==> src/rtl/fifo_read_ctrl.sv <==
// rtl/fifo_read_ctrl.sv - read-side controller of the dual-clock FIFO
// Tracks the read pointer, issues RAM reads and presents words on a valid/ready stream.
module fifo_read_ctrl #(
  parameter int ADDR_SIZE  = 4,
  parameter int DATA_SIZE  = 8,
  parameter int AEMPTY_LVL = 2
) (
  input  logic                 r_clk,
  input  logic                 rst,
  input  logic [ADDR_SIZE:0]   r_wptr_sync,
  output logic [ADDR_SIZE:0]   r_ptr,
  output logic [ADDR_SIZE-1:0] r_addr,
  output logic                 r_mem_en,
  input  logic [DATA_SIZE-1:0] mem_rdata,
  output logic [DATA_SIZE-1:0] r_data,
  output logic                 r_valid,
  input  logic                 r_ready,
  output logic                 r_empty,
  output logic                 r_almost_empty,
  output logic [ADDR_SIZE:0]   r_count
);

  typedef enum logic [1:0] {IDLE, FETCH, HOLD} state_t;

  localparam logic [ADDR_SIZE:0] AEMPTY_CMP = AEMPTY_LVL[ADDR_SIZE:0];

  state_t             state, state_next;
  logic [ADDR_SIZE:0] rbin, rbin_next, wbin;
  logic               issue_ok, valid_next, capture;

  // Gray to binary: each bit is the XOR of itself and all higher gray bits.
  always_comb begin
    wbin = '0;
    for (int i = 0; i <= ADDR_SIZE; i++) begin
      wbin[i] = ^(r_wptr_sync >> i);
    end
  end

  assign r_count        = wbin - rbin;
  assign r_empty        = (r_ptr == r_wptr_sync);
  assign r_almost_empty = (r_count <= AEMPTY_CMP);

  always_comb begin
    state_next = state;
    issue_ok   = 1'b0;
    valid_next = r_valid;
    capture    = 1'b0;
    case (state)
      IDLE: begin
        issue_ok = 1'b1;
        if (!r_empty) state_next = FETCH;
      end
      FETCH: begin
        capture    = 1'b1;
        valid_next = 1'b1;
        state_next = HOLD;
      end
      HOLD: begin
        issue_ok = r_ready;
        if (r_ready) begin
          valid_next = 1'b0;
          state_next = r_empty ? IDLE : FETCH;
        end
      end
      default: state_next = IDLE;
    endcase
  end

  // The address is the pre-increment pointer; the RAM returns that word next cycle.
  assign r_mem_en  = ~r_empty & issue_ok;
  assign r_addr    = rbin[ADDR_SIZE-1:0];
  assign rbin_next = rbin + {{ADDR_SIZE{1'b0}}, r_mem_en};

  always_ff @(posedge r_clk) begin
    if (rst) begin
      rbin    <= '0;
      r_ptr   <= '0;
      r_data  <= '0;
      r_valid <= 1'b0;
      state   <= IDLE;
    end else begin
      rbin    <= rbin_next;
      r_ptr   <= rbin_next ^ (rbin_next >> 1);
      r_valid <= valid_next;
      state   <= state_next;
      if (capture) r_data <= mem_rdata;
    end
  end

endmodule

==> config.mk <==
export PLATFORM = sky130hd
export DESIGN_NAME = fifo_read_ctrl
export DESIGN_NICKNAME = d
export VERILOG_FILES = /design/src/rtl/fifo_read_ctrl.sv
export SDC_FILE = /design/constraint.sdc
export NUM_CORES = 1
export LEC_CHECK = 0
export CORE_MARGIN = 2
export CORE_UTILIZATION = 42
export DETAILED_ROUTE_END_ITERATION = 16
export GPL_TIMING_DRIVEN = 0
export PLACE_DENSITY = 0.79
export SYNTH_ARGS = -nofsm -noshare
export SYNTH_HDL_FRONTEND = slang
export SYNTH_SLANG_ARGS = --single-unit
==> constraint.sdc <==
create_clock -name r_clk -period 3.3 [get_ports r_clk]
set_input_delay 0.495 -clock r_clk [delete_from_list [all_inputs] [get_ports r_clk]]
set_output_delay 0.495 -clock r_clk [all_outputs]
set_load 0.1 [all_outputs]
======== After elaboration in Yosys (flattened, before gate mapping) ========
Index checks and enable logic that the tools add are counted.
storage, ports and cells
  register bits after elaboration ......... 21
  logic and storage cells ................. 33
operators by class
  eq/ne operators ......................... 5
  order comparisons ....................... 1
  add/sub/neg operators ................... 2
  multiplexer cells ....................... 8
  reductions and logical operators ........ 9
  bitwise operators ....................... 3
operators by type and width
  kind                                                            number
  parity 5 bit                                                    5
  one-hot mux 2 bit (3 select lines)                              1
  adder 5 x 1 -> 5 bit                                            1
  equality test 5 bit                                             1
  less-or-equal comparator 5 x 2 -> 1 bit, second input constant  1
  subtractor 5 bit                                                1
  XOR 5 x 4 -> 5 bit                                              1
  two-way mux 2 bit                                               2
  != test 2 bit, second input constant                            2
  one-hot mux 1 bit (2 select lines)                              2
  AND reduction 2 bit                                             2
  two-way mux 1 bit                                               3
  equality test 2 x 1 -> 1 bit, second input constant             1
  equality test 2 bit, second input constant                      1
  logical NOT 2 bit                                               1
  nonzero test 2 bit                                              1
  bitwise AND 1 bit                                               1
  inverter 1 bit                                                  1

======== Logic depth before layout (Yosys ltp) ========
  depth in word-level cells ............... 5
  mapped depth ............................ 11

======== Worst setup path before layout ========
OpenSTA, ideal clock, no wires.
  path kind ............................... input-to-output
  start ................................... input r_wptr_sync[4]
  end ..................................... output r_almost_empty
  data required time ...................... 2805 ps
  data arrival time ....................... 7861 ps
  path slack .............................. -5056 ps
  stages on the path ...................... 11
  cells stage by stage .................... xor2_1 xor2_1 xor2_1 xnor2_1 ha_1 inv_1 fa_1 a21o_1 a21oi_1 xnor2_1 a2111oi_0
on the way
  longest elaborated chain between the ends .. 3
  elaborated cells on any way between the ends .. 7
  those cells by class .................... add/sub: 1; order compare: 1; reduce/logical: 5
ends and longest elaborated chain
  what                                       line  text
  start: declaration                         10    input logic [ADDR_SIZE:0] r_wptr_sync,
  parity 5 bit                               35    wbin[i] = ^(r_wptr_sync >> i);
  subtractor 5 bit *                         39    assign r_count = wbin - rbin;
  named net r_count[4]                       20    output logic [ADDR_SIZE:0] r_count
  less-or-equal comparator 5 x 2 -> 1 bit *  41    assign r_almost_empty = (r_count <= AEMPTY_CMP);
  end: declaration                           19    output logic r_almost_empty,
The timed path passes the listed nets; every way through them passes the cells marked *.

======== Final worst setup path ========
  start ................................... input r_wptr_sync[3]
  end ..................................... output r_almost_empty
on the way
  longest elaborated chain between the ends .. 3
  elaborated cells on any way between the ends .. 6
  those cells by class .................... add/sub: 1; order compare: 1; reduce/logical: 4
ends and longest elaborated chain
  what                                       line
  parity 5 bit                               35
  subtractor 5 bit *                         39
  less-or-equal comparator 5 x 2 -> 1 bit *  41
Every way passes the cells marked *; elsewhere a longest branch is shown, timed or not.

==> flow_metrics.tcl <==
set metrics [dict create \
    status "finished, violations left" \
    violations "negative setup slack" \
    wl_um 2590 \
    setup_violations 2 \
    cts_buffer_depth 2 \
    dieArea_um2 2810 \
    fillers 154 \
    syn_to_final_growth_pct 68.9 \
    rows 17 \
    clock-sinks 20 \
    grt_pass1_vias 936 \
    fp.dieH_um 53.0 \
    start_util_pct 45.1 \
    yosys_warnings 0 \
    hold_viol_final 0 \
    synth-seq-cells 20 \
    cp_cell_sequence "buf_8, xor2_4, xor2_2, xor2_2, xnor2_1, ha_2, inv_2, fa_2, a21o_1, a21oi_4, xnor2_4, a2111oi_4, buf_6" \
    syn-instance-count 117 \
    cts_hold_buf 0 \
    critPathArrivalTime_ns 2.97 \
    vdd_drop_max_mv 0.720 \
    tightest_slew_ns 0.981 \
    leakage_nw 0.660 \
    multi_input_area_um2 702 \
    end_kind "output pin" \
    vias 961 \
    htree_levels 1 \
    cp_max_fo 2 \
    die_w_um 53.0 \
    crit_family "XOR/XNOR gates" \
    slew_violations 0 \
    avgViaCountPerCell 4.85 \
    yosysSeqAreaShare_pct 39.8 \
    crit_buf_inv 3 \
    drt_iter0_drc 7 \
    hold_class "reg -> reg" \
    antenna_left 0 \
    drc_errors 0 \
    rsz0062_at_grt "yes" \
    postSynthAreaPerCell_um2 8.61 \
    io_pins 42 \
    regArea_um2 415 \
    path_common_cell "xor2_2" \
    cts_tree "built" \
    maxCapViolCount 0 \
    fin_setup_tns_ns -0.231 \
    post-route-min-period_ns 3.47 \
    nets 194 \
    layout_worst_path_cycle_share_pct 105 \
    layout_setup_ws_ns -0.169 \
    cellPowerDensity_nw_per_um2 783 \
    cp_slowest_cell "fa_2" \
    grt_pass1_wl_um 4230 \
    grt_max_degree 13 \
    place_ws_ns -1.73 \
    critPathKind "in -> out" \
    gp_congestion 0.770 \
    slowest_delay_ns 0.34 \
    n_antenna_cell 0 \
    dr.pass1.iters 4 \
    clock_skew_ns 0.00983 \
    startpoint_type "input pin" \
    cts_made_buffers 3 \
    hold_ws_ns 0.466 \
    synth.distinct_cells 22 \
    syn_area_um2 1010 \
    port_buffers 40 \
    syn_nets 140 \
    max_clock_freq_mhz 288 \
    cp.required_ns 2.80 \
    antenna_found_initial 0 \
    core_area_um2 2230 \
    cts.clk_slew.worst_paths_ns 0.12 \
    grt_usage_pct 21.0 \
    relSlewSlack_pct 34.4 \
    dp_hpwl_um 1960 \
    wl_per_cell_um 13.1 \
    drive_gt1_share_pct 24.1 \
    insertion_delay_ns 0.30 \
    clock-root-buffer "clkbuf_4" \
    overflow 0 \
]
==> power breakdown <==
part	total (mW)	leakage (nW)	switching (mW)	internal, mW
Clock	0.168	0.0261	0.0760	0.0924
Sequential	0.302	0.167	0.0266	0.275
Combinational	0.862	0.467	0.624	0.238
Total	1.33	0.660	0.726	0.606
==> layout make-up <==
| cell class | count | share of cell area (%) |
|---|---|---|
| tap | 28 | 2.06 |
| sequential | 20 | 24.4 |
| inverter | 6 | 1.32 |
| timing repair buffer | 49 | 27.3 |
| buffer | 4 | 0.882 |
| multi-input combinational | 87 | 41.3 |
| clock buffer | 4 | 2.79 |
==> cell families (layout without fill, tap and decap cells) <==
group	after synthesis	count (layout)	share of synthesized area, %
flip-flops	20	20	39.8
AO/OA/AOI/OAI	18	18	9.94
adder cells (fa/ha/maj)	7	7	9.44
XOR/XNOR	19	19	16.5
buffers and inverters	10	63	3.73
AND/OR/NAND/NOR	42	42	19.5
multiplexers	1	1	1.12
==> layout by cell type (no fill, tap or decap), types with 2 or more instances in the layout <==
master	n
a21o_1	2
a21oi_1	12
buf_4	11
buf_6	2
clkbuf_1	4
clkbuf_4	4
clkdlybuf4s50_1	29
dfxtp_1	14
dfxtp_2	3
dfxtp_4	3
dlygate4sd2_1	3
ha_1	5
inv_1	5
nand2_1	19
nand2b_1	3
nand3_1	3
nor2_1	5
nor2b_1	6
nor3_4	2
xnor2_1	9
xnor2_2	2
xor2_1	3
xor2_2	3
==> synthesized netlist by cell type <==
cell type / n / area (um^2)
ha_1: 6 / 75.1
clkbuf_1: 4 / 15.0
nor3b_1: 1 / 7.51
a2111oi_0: 1 / 8.76
mux2_2: 1 / 11.3
fa_1: 1 / 20.0
nand2b_1: 3 / 18.8
nor2_1: 5 / 18.8
nand2_1: 19 / 71.3
a21o_1: 2 / 15.0
nor4_1: 1 / 6.26
inv_1: 6 / 22.5
dfxtp_1: 20 / 400
o21ai_0: 1 / 5.00
a31oi_1: 1 / 6.26
xor2_1: 7 / 61.3
nor3_1: 3 / 15.0
a21oi_1: 13 / 65.1
and2_1: 1 / 6.26
nor2b_1: 6 / 37.5
nand3_1: 3 / 15.0
xnor2_1: 12 / 105
==> sequential cells by signal, indices dropped and copies added, names as in the netlist <==
| register | flops |
|---|---|
| state | 2 |
| r_data | 8 |
| r_valid | 1 |
| r_ptr | 5 |
| rbin | 4 |
==> worst paths after layout <==
| check | start | to | slack (ns) | cells past startpoint |
|---|---|---|---|---|
| max | r_wptr_sync[3] | r_almost_empty | -0.17 | 13 |
| min | r_data[4]$_SDFFE_PP0P_ | r_data[4]$_SDFFE_PP0P_ | 0.47 | 2 |
| max reg2reg | r_ptr[4]$_SDFF_PP0_ | r_ptr[3]$_SDFF_PP0_ | 0.88 | 10 |
| min reg2reg | r_data[4]$_SDFFE_PP0P_ | r_data[4]$_SDFFE_PP0P_ | 0.47 | 2 |
==> tightest hold or removal path: cells and delay by family, from the launching register on <==
family	cells	cell delay, ns
AOI/OAI and AO/OA	1	0.05
and+or+nand+nor	1	0.05
DFF	1	0.33
==> stage by stage <==
stage | util, % | std cells | power, mW | cell area (um^2)
final | 76.2 | 198 | 1.33 | 1700
after CTS | 75.9 | 196 | 1.33 | 1700
after global placement | 69.9 | 185 | 1.13 | 1560
after detailed placement | 69.9 | 185 | 1.14 | 1560
after floorplan | - | 117 | 0.976 | 1130
after global routing | 76.2 | 198 | 1.39 | 1700
==> per-layer routing <==
metal / routed length (um) / vias to the layer above / GRT usage, %
li1: - / 484 / -
met1: 1080 / 449 / 25.5
met2: 1390 / 26 / 37.9
met3: 100 / 2 / 3.11
met4: 20 / 0 / 6.41
met5: 0 / - / 0
==> repair_timing <==
| item | 4_1_cts | 5_1_grt |
|---|---|---|
| setup endpoints to repair | 8 | 5 |
| setup buffers | 7 | 2 |
| resized for setup | 45 | 8 |
| pin swaps | 10 | 7 |
Power figures use the tool's default switching activity.
